File: src/rtl/game_flow_pkg.sv
// Shared types and limits for the game sequencer: the state/screen-mode
// encoding seen by the VGA renderer, plus small helpers.
package game_flow_pkg;

   typedef enum logic [2:0] {
      TITLE     = 3'd0,
      LOAD      = 3'd1,
      PLAY      = 3'd2,
      WIN       = 3'd3,
      LOSE      = 3'd4,
      GAME_OVER = 3'd5,
      COMPLETE  = 3'd6
   } game_state_t;

   localparam int MAX_LEVELS = 8;
   localparam int MAX_LIVES  = 7;
   localparam int DWELL_W    = 26;

   // A level index beyond the configured range behaves as the last level.
   function automatic logic [2:0] clamp_level(input logic [2:0] lvl, input logic [2:0] last);
      return (lvl > last) ? last : lvl;
   endfunction

   function automatic logic [3:0] sat_inc4(input logic [3:0] v);
      return (v == 4'hF) ? v : v + 4'd1;
   endfunction

endpackage

File: src/rtl/start_edge_detector.sv
// Two-flop synchronizer for a raw board key followed by a rising-edge
// detector producing a one-cycle pulse; reusable for any push button.
module start_edge_detector (
   input  logic vga_clock,
   input  logic reset,
   input  logic button_i,
   output logic pulse_o
);

   logic       sync1_q;
   logic       sync2_q;
   logic [1:0] prime_q;
   logic       prev_q;
   logic       pulse_q;

   // NOTE: sequential state uses non-blocking assignments so every flop
   // samples the previous-cycle value of its neighbour, which is what makes
   // the synchronizer chain and edge detector behave as a pipeline.
   always_ff @(posedge vga_clock or negedge reset) begin
      if (!reset) begin
         sync1_q <= 1'b0;
         sync2_q <= 1'b0;
         prime_q <= 2'b00;
         prev_q  <= 1'b1;
         pulse_q <= 1'b0;
      end else begin
         sync1_q <= button_i;
         sync2_q <= sync1_q;
         prime_q <= {prime_q[0], 1'b1};
         // Until the chain has refilled after reset, a key held through reset
         // must not look like a fresh press.
         prev_q  <= prime_q[1] ? sync2_q : 1'b1;
         pulse_q <= sync2_q & ~prev_q;
      end
   end

   assign pulse_o = pulse_q;

endmodule

File: src/rtl/game_flow_controller.sv
// Game sequencer: owns level selection, per-level reset pulses, lives,
// cleared-level count and the screen mode shown by the VGA renderer.
module game_flow_controller
   import game_flow_pkg::*;
#(
   parameter int NUM_LEVELS    = 3,
   parameter int START_LIVES   = 3,
   parameter int LOAD_CYCLES   = 4,
   parameter int SCREEN_CYCLES = 50_000_000
) (
   input  logic                  vga_clock,
   input  logic                  reset,
   input  logic                  start_button,
   input  logic [NUM_LEVELS-1:0] level_win,
   input  logic [NUM_LEVELS-1:0] level_lose,
   output logic [NUM_LEVELS-1:0] level_reset_n,
   output logic [2:0]            active_level,
   output logic [2:0]            lives,
   output logic [2:0]            screen_mode,
   output logic [3:0]            levels_cleared
);

   localparam int                 LOAD_W     = $clog2(LOAD_CYCLES);
   localparam logic [LOAD_W-1:0]  LOAD_LAST  = LOAD_W'(LOAD_CYCLES - 1);
   localparam logic [DWELL_W-1:0] DWELL_LAST = DWELL_W'(SCREEN_CYCLES - 1);
   localparam logic [2:0]         LAST_LEVEL = 3'(NUM_LEVELS - 1);
   localparam logic [2:0]         INIT_LIVES = 3'(START_LIVES);

   game_state_t           state_q,    state_d;
   logic [2:0]            level_q,    level_d;
   logic [2:0]            lives_q,    lives_d;
   logic [3:0]            cleared_q,  cleared_d;
   logic [LOAD_W-1:0]     load_cnt_q, load_cnt_d;
   logic [DWELL_W-1:0]    dwell_q,    dwell_d;
   logic [NUM_LEVELS-1:0] level_rst_n_q, level_rst_n_d;

   logic       start_pulse;
   logic       win_act;
   logic       lose_act;
   logic [2:0] level_idx;
   logic [2:0] level_idx_d;

   start_edge_detector u_start_edge (
      .vga_clock (vga_clock),
      .reset     (reset),
      .button_i  (start_button),
      .pulse_o   (start_pulse)
   );

   // NOTE: every register clears asynchronously, so a reset mid-game drops
   // all level resets and returns to TITLE without waiting for a clock edge.
   always_ff @(posedge vga_clock or negedge reset) begin
      if (!reset) begin
         state_q       <= TITLE;
         level_q       <= 3'd0;
         lives_q       <= INIT_LIVES;
         cleared_q     <= 4'd0;
         load_cnt_q    <= '0;
         dwell_q       <= '0;
         level_rst_n_q <= '0;
      end else begin
         state_q       <= state_d;
         level_q       <= level_d;
         lives_q       <= lives_d;
         cleared_q     <= cleared_d;
         load_cnt_q    <= load_cnt_d;
         dwell_q       <= dwell_d;
         level_rst_n_q <= level_rst_n_d;
      end
   end

   // NOTE: every signal written here gets a default first, so no path can
   // leave it unassigned and infer a latch.
   always_comb begin
      win_act   = 1'b0;
      lose_act  = 1'b0;
      level_idx = clamp_level(level_q, LAST_LEVEL);
      for (int i = 0; i < NUM_LEVELS; i++) begin
         if (level_idx == 3'(i)) begin
            win_act  = level_win[i];
            lose_act = level_lose[i];
         end
      end
   end

   always_comb begin
      state_d    = state_q;
      level_d    = level_q;
      lives_d    = lives_q;
      cleared_d  = cleared_q;
      load_cnt_d = '0;
      dwell_d    = '0;

      unique case (state_q)
         TITLE: begin
            if (start_pulse) begin
               state_d   = LOAD;
               level_d   = 3'd0;
               lives_d   = INIT_LIVES;
               cleared_d = 4'd0;
            end
         end
         LOAD: begin
            if (load_cnt_q == LOAD_LAST) state_d = PLAY;
            else                         load_cnt_d = load_cnt_q + LOAD_W'(1);
         end
         PLAY: begin
            // dwell_q == 0 marks the first PLAY cycle, when flags may be stale.
            dwell_d = DWELL_W'(1);
            if (dwell_q != '0) begin
               if (win_act) begin
                  state_d   = WIN;
                  cleared_d = sat_inc4(cleared_q);
               end else if (lose_act && (lives_q != 3'd0)) begin
                  state_d = LOSE;
                  lives_d = lives_q - 3'd1;
               end
            end
         end
         WIN: begin
            if (dwell_q == DWELL_LAST) begin
               if (level_idx == LAST_LEVEL) begin
                  state_d = COMPLETE;
               end else begin
                  state_d = LOAD;
                  level_d = level_idx + 3'd1;
               end
            end else begin
               dwell_d = dwell_q + DWELL_W'(1);
            end
         end
         LOSE: begin
            if (dwell_q == DWELL_LAST) state_d = (lives_q == 3'd0) ? GAME_OVER : LOAD;
            else                       dwell_d = dwell_q + DWELL_W'(1);
         end
         GAME_OVER, COMPLETE: begin
            if (start_pulse) begin
               state_d   = TITLE;
               level_d   = 3'd0;
               lives_d   = INIT_LIVES;
               cleared_d = 4'd0;
            end
         end
         default: state_d = TITLE;
      endcase

      if (state_d != state_q) begin
         load_cnt_d = '0;
         dwell_d    = '0;
      end
   end

   // Level resets are computed from next state so they line up with PLAY.
   always_comb begin
      level_rst_n_d = '0;
      level_idx_d   = clamp_level(level_d, LAST_LEVEL);
      for (int i = 0; i < NUM_LEVELS; i++) begin
         level_rst_n_d[i] = (state_d == PLAY) && (level_idx_d == 3'(i));
      end
   end

   assign level_reset_n  = level_rst_n_q;
   assign active_level   = level_q;
   assign lives          = lives_q;
   assign screen_mode    = state_q;
   assign levels_cleared = cleared_q;

endmodule

File: config.mk
export PLATFORM = sky130hd
export DESIGN_NAME = game_flow_controller
export DESIGN_NICKNAME = d
export VERILOG_FILES = /design/src/rtl/game_flow_pkg.sv /design/src/rtl/start_edge_detector.sv /design/src/rtl/game_flow_controller.sv
export SDC_FILE = /design/constraint.sdc
export NUM_CORES = 1
export LEC_CHECK = 0
export ABC_CLOCK_PERIOD_IN_PS = 2400
export CAP_MARGIN = 5
export CELL_PAD_IN_SITES_DETAIL_PLACEMENT = 1
export CELL_PAD_IN_SITES_GLOBAL_PLACEMENT = 2
export CORE_AREA = 4 4 89 111
export CTS_CLUSTER_DIAMETER = 50
export DETAILED_ROUTE_END_ITERATION = 6
export DIE_AREA = 0 0 93 115
export PLACE_DENSITY_LB_ADDON = 0.1
export RECOVER_POWER = 25
export SLEW_MARGIN = 30
export SYNTH_ARGS = -nofsm -noshare
export SYNTH_HDL_FRONTEND = slang
export SYNTH_HIERARCHICAL = 1
export SYNTH_SLANG_ARGS = --single-unit
File: constraint.sdc
create_clock -name vga_clock -period 2.4 [get_ports vga_clock]
set_input_delay 0.48 -clock vga_clock [delete_from_list [all_inputs] [get_ports vga_clock]]
set_output_delay 0.48 -clock vga_clock [all_outputs]
set_load 0.01 [all_outputs]
==> impl_metrics.yaml <==
detailed_routing:
  wl_um: 7200
  ant_nets: 0
  wl_per_cell_um: 15.8
  via_per_inst: 4.94
  drc_errors: 0
  dr_total_vias: 2249
  first_pass_iters: 4
  drtIter0Drc: 50
place:
  portBuffers: 24
  hpwl_um: 5420
  dp_cells: 447
  gp_congestion: 0.755
power_and_ir_drop:
  power_density_mw_per_mm2: 749
  power_w: 0.00262
  p_comb_share_pct: 36.1
  seqPwrFrac_pct: 39.8
  swShare_pct: 35.1
  pwr-share-clk_pct: 24.1
  p_int_w: 0.00170
  ir_worst_vdd_mv: 0.283
  p_sw_w: 0.000920
  leakage_nw: 1.45
yosys:
  synth.most_common_cell: "dfrtp_1"
  synth_top_cells_by_area: "dfrtp_1 41%, nor2_1 5.7%, ha_1 4.4%, xnor2_1 4.0%, xor2_1 3.1%"
  yosysTopAreaCellShare_pct: 41.4
  synth_top_area_cell: "dfrtp_1"
  netlist_area_mm2: 0.00284
  synth.net_count: 314
  synth_edf_count: 0
  ys.flop_type: "dfrtp_1"
  synth.avg_cell_area_um2: 9.64
  ys_types: 61
  ys_warn_count: 6
  ys_seq_area_share_pct: 44.1
  synth_seq_cells: 50
  synthTopCellsByCount: "47 x dfrtp_1, 43 x nor2_1, 18 x inv_1, 16 x nand2_1"
  synthCells: 295
  synth-async-reset-ratio_pct: 100
global_route:
  grtUsageTotal_pct: 14.4
  antenna_found_initial: 0
  grt_pass1_vias: 2459
  grt_max_degree: 30
  overflow: 0
  grt_pass1_wl_um: 12400
die:
  initial_utilization_pct: 32.5
  die_w_um: 93
  die-area_mm2: 0.0107
  num_rows: 38
  core_mm2: 0.00875
  pin_count: 25
  dieHeight_um: 115
sta:
  max-slew-margin-rel_pct: 21.6
  final.min_clock_period_ps: 2230
  setup_violations: 0
  max_slew.worst_pin.slew_ps: 1180
  fin_crit_sh_pct: 93.0
  rsz0062_at_grt: "true"
  fin_worst_skew_ps: 9.12
  drv_slew: 0
  report.final.hold_viol_count: 0
  fmax_mhz: 448
  setup_tns_ps: 0
clock_network:
  cts_root_buffer: "clkbuf_8"
  clk_pin_slew_ps: 100
  clock_sinks: 50
  cts_tree: "done"
  cts_max_level: 2
  holdBufCountCts: 0
  cts_inserted_buffers: 5
  cts_setup_buffers: 0
  clock_latency_ps: 300
  cts_max_path_buffers: 2
critical_path:
  critPathKind: "flip-flop to flip-flop"
  crit_fanout: 4
  cp_data_arrival_time_ps: 2450
  r2r_cells: 7
  end_kind: "flip-flop"
  critPathRequiredTime_ps: 2620
  start_kind: "flip-flop"
layout:
  final_cells: 455
  fillers: 1035
  drive_above_1_share_pct: 18.2
  finish.utilization_pct: 40.0
  syn_to_final_growth_pct: 23.2
  n_antenna_cell: 0
  final_nets: 353
worst_hold_path:
  min_path_type: "flip-flop to flip-flop"
  hold_depth: 0
run_status:
  status: "completed"
run:
  drv_cap: 0
==> through the flow <==
stage	hold slack [ps]	setup WS (ps)	cell area, um^2
global placement	334	38.6	3340
finish	363	167	3500
CTS	159	8.80	3450
floorplan	184	51.1	2840
global route	377	-32.2	3500
detailed placement	346	-43.0	3340
==> worst max-delay path: stages (launching register included) <==
cell	delay [ps]
dfstp_2	580
inv_1	70
ha_1	180
nor2b_1	160
and2_1	160
o311a_1	380
a2111o_1	430
nor3b_1	190
==> cells in the final DEF, fill, tap and decap left out, drive strengths merged, types with 2 or more instances in the layout <==
cell           count
a2111oi            2
a211oi             2
a21oi             13
a221oi             2
a22o               3
a31oi              2
and3               6
and4               3
buf               15
clkbuf             9
clkdlybuf4s50     22
dfrtp             47
dfstp              3
ha                10
inv               18
mux2               3
mux2i              4
nand2             16
nand2b             3
nand3             13
nand4              7
nor2              44
nor2b              6
nor3               6
nor4              10
o21ai             19
o22a               2
or3                3
xnor2             13
xor2              10
==> cells by family after synthesis <==
logic type / count (synthesis) / share of synthesized area [%]
other: 1 / 0.132
AND/OR/NAND/NOR: 125 / 24.9
XOR/XNOR: 23 / 7.09
multiplexers: 7 / 2.60
adder cells (fa/ha/maj): 10 / 4.40
flip-flops: 50 / 44.1
buffers and inverters: 26 / 3.65
AO/OA/AOI/OAI: 53 / 13.1
==> layout make-up <==
cell class                 instances  area, um^2  share of cell area [%]
clock inverter                     1        30.0                   0.857
tap                              120         150                    4.29
multi-input combinational        219        1550                    44.2
clock buffer                       7        86.3                    2.47
inverter                          18        67.6                    1.93
timing repair buffer              40         364                    10.4
sequential                        50        1250                    35.8
==> metal layers <==
layer	vias to the layer above	wire length, um	track usage [%]
li1	1110	-	-
met3	5	137	2.09
met1	1115	3190	17.2
met5	-	0	0
met2	19	3810	27.4
met4	0	50	2.93
==> repair_timing <==
item,in CTS,in global routing
endpoints found under the hold margin,0,0
gates resized for setup,1,12
endpoints found under the setup margin,5,12
pin swaps,0,1
==> state kept, by name (all words and copies together), names as in the netlist <==
name                  flops
u_start_edge/prime_q      2
u_start_edge/pulse_o      1
load_cnt_q                2
dwell_q                  26
levels_cleared            4
active_level              3
lives                     3
u_start_edge/prev_q       1
level_reset_n             3
u_start_edge/sync2_q      1
screen_mode               3
u_start_edge/sync1_q      1
==> power groups by stage <==
stage          Sequential [W]  Combinational (W)  Clock, W
4_1_cts               0.00105           0.000948  0.000662
2_1_floorplan         0.00103           0.000567         0
3_5_place_dp          0.00106           0.000943         0
3_3_place_gp          0.00106           0.000934         0
5_1_grt               0.00107            0.00106  0.000698
6_report              0.00104           0.000946  0.000632
==> path summary, 6_finish.rpt <==
check | startpoint | endpoint | slack, ps
max in group asynchronous | reset | dwell_q[24] | 630
hold / removal | u_start_edge/sync1_q | u_start_edge/sync2_q | 360
min in group asynchronous | reset | u_start_edge/pulse_o | 390
hold reg to reg | u_start_edge/sync1_q | u_start_edge/sync2_q | 360
setup reg to reg | lives[0] | level_reset_n[2] | 170
setup / recovery | lives[0] | level_reset_n[2] | 170
Power figures use the tool's default switching activity.
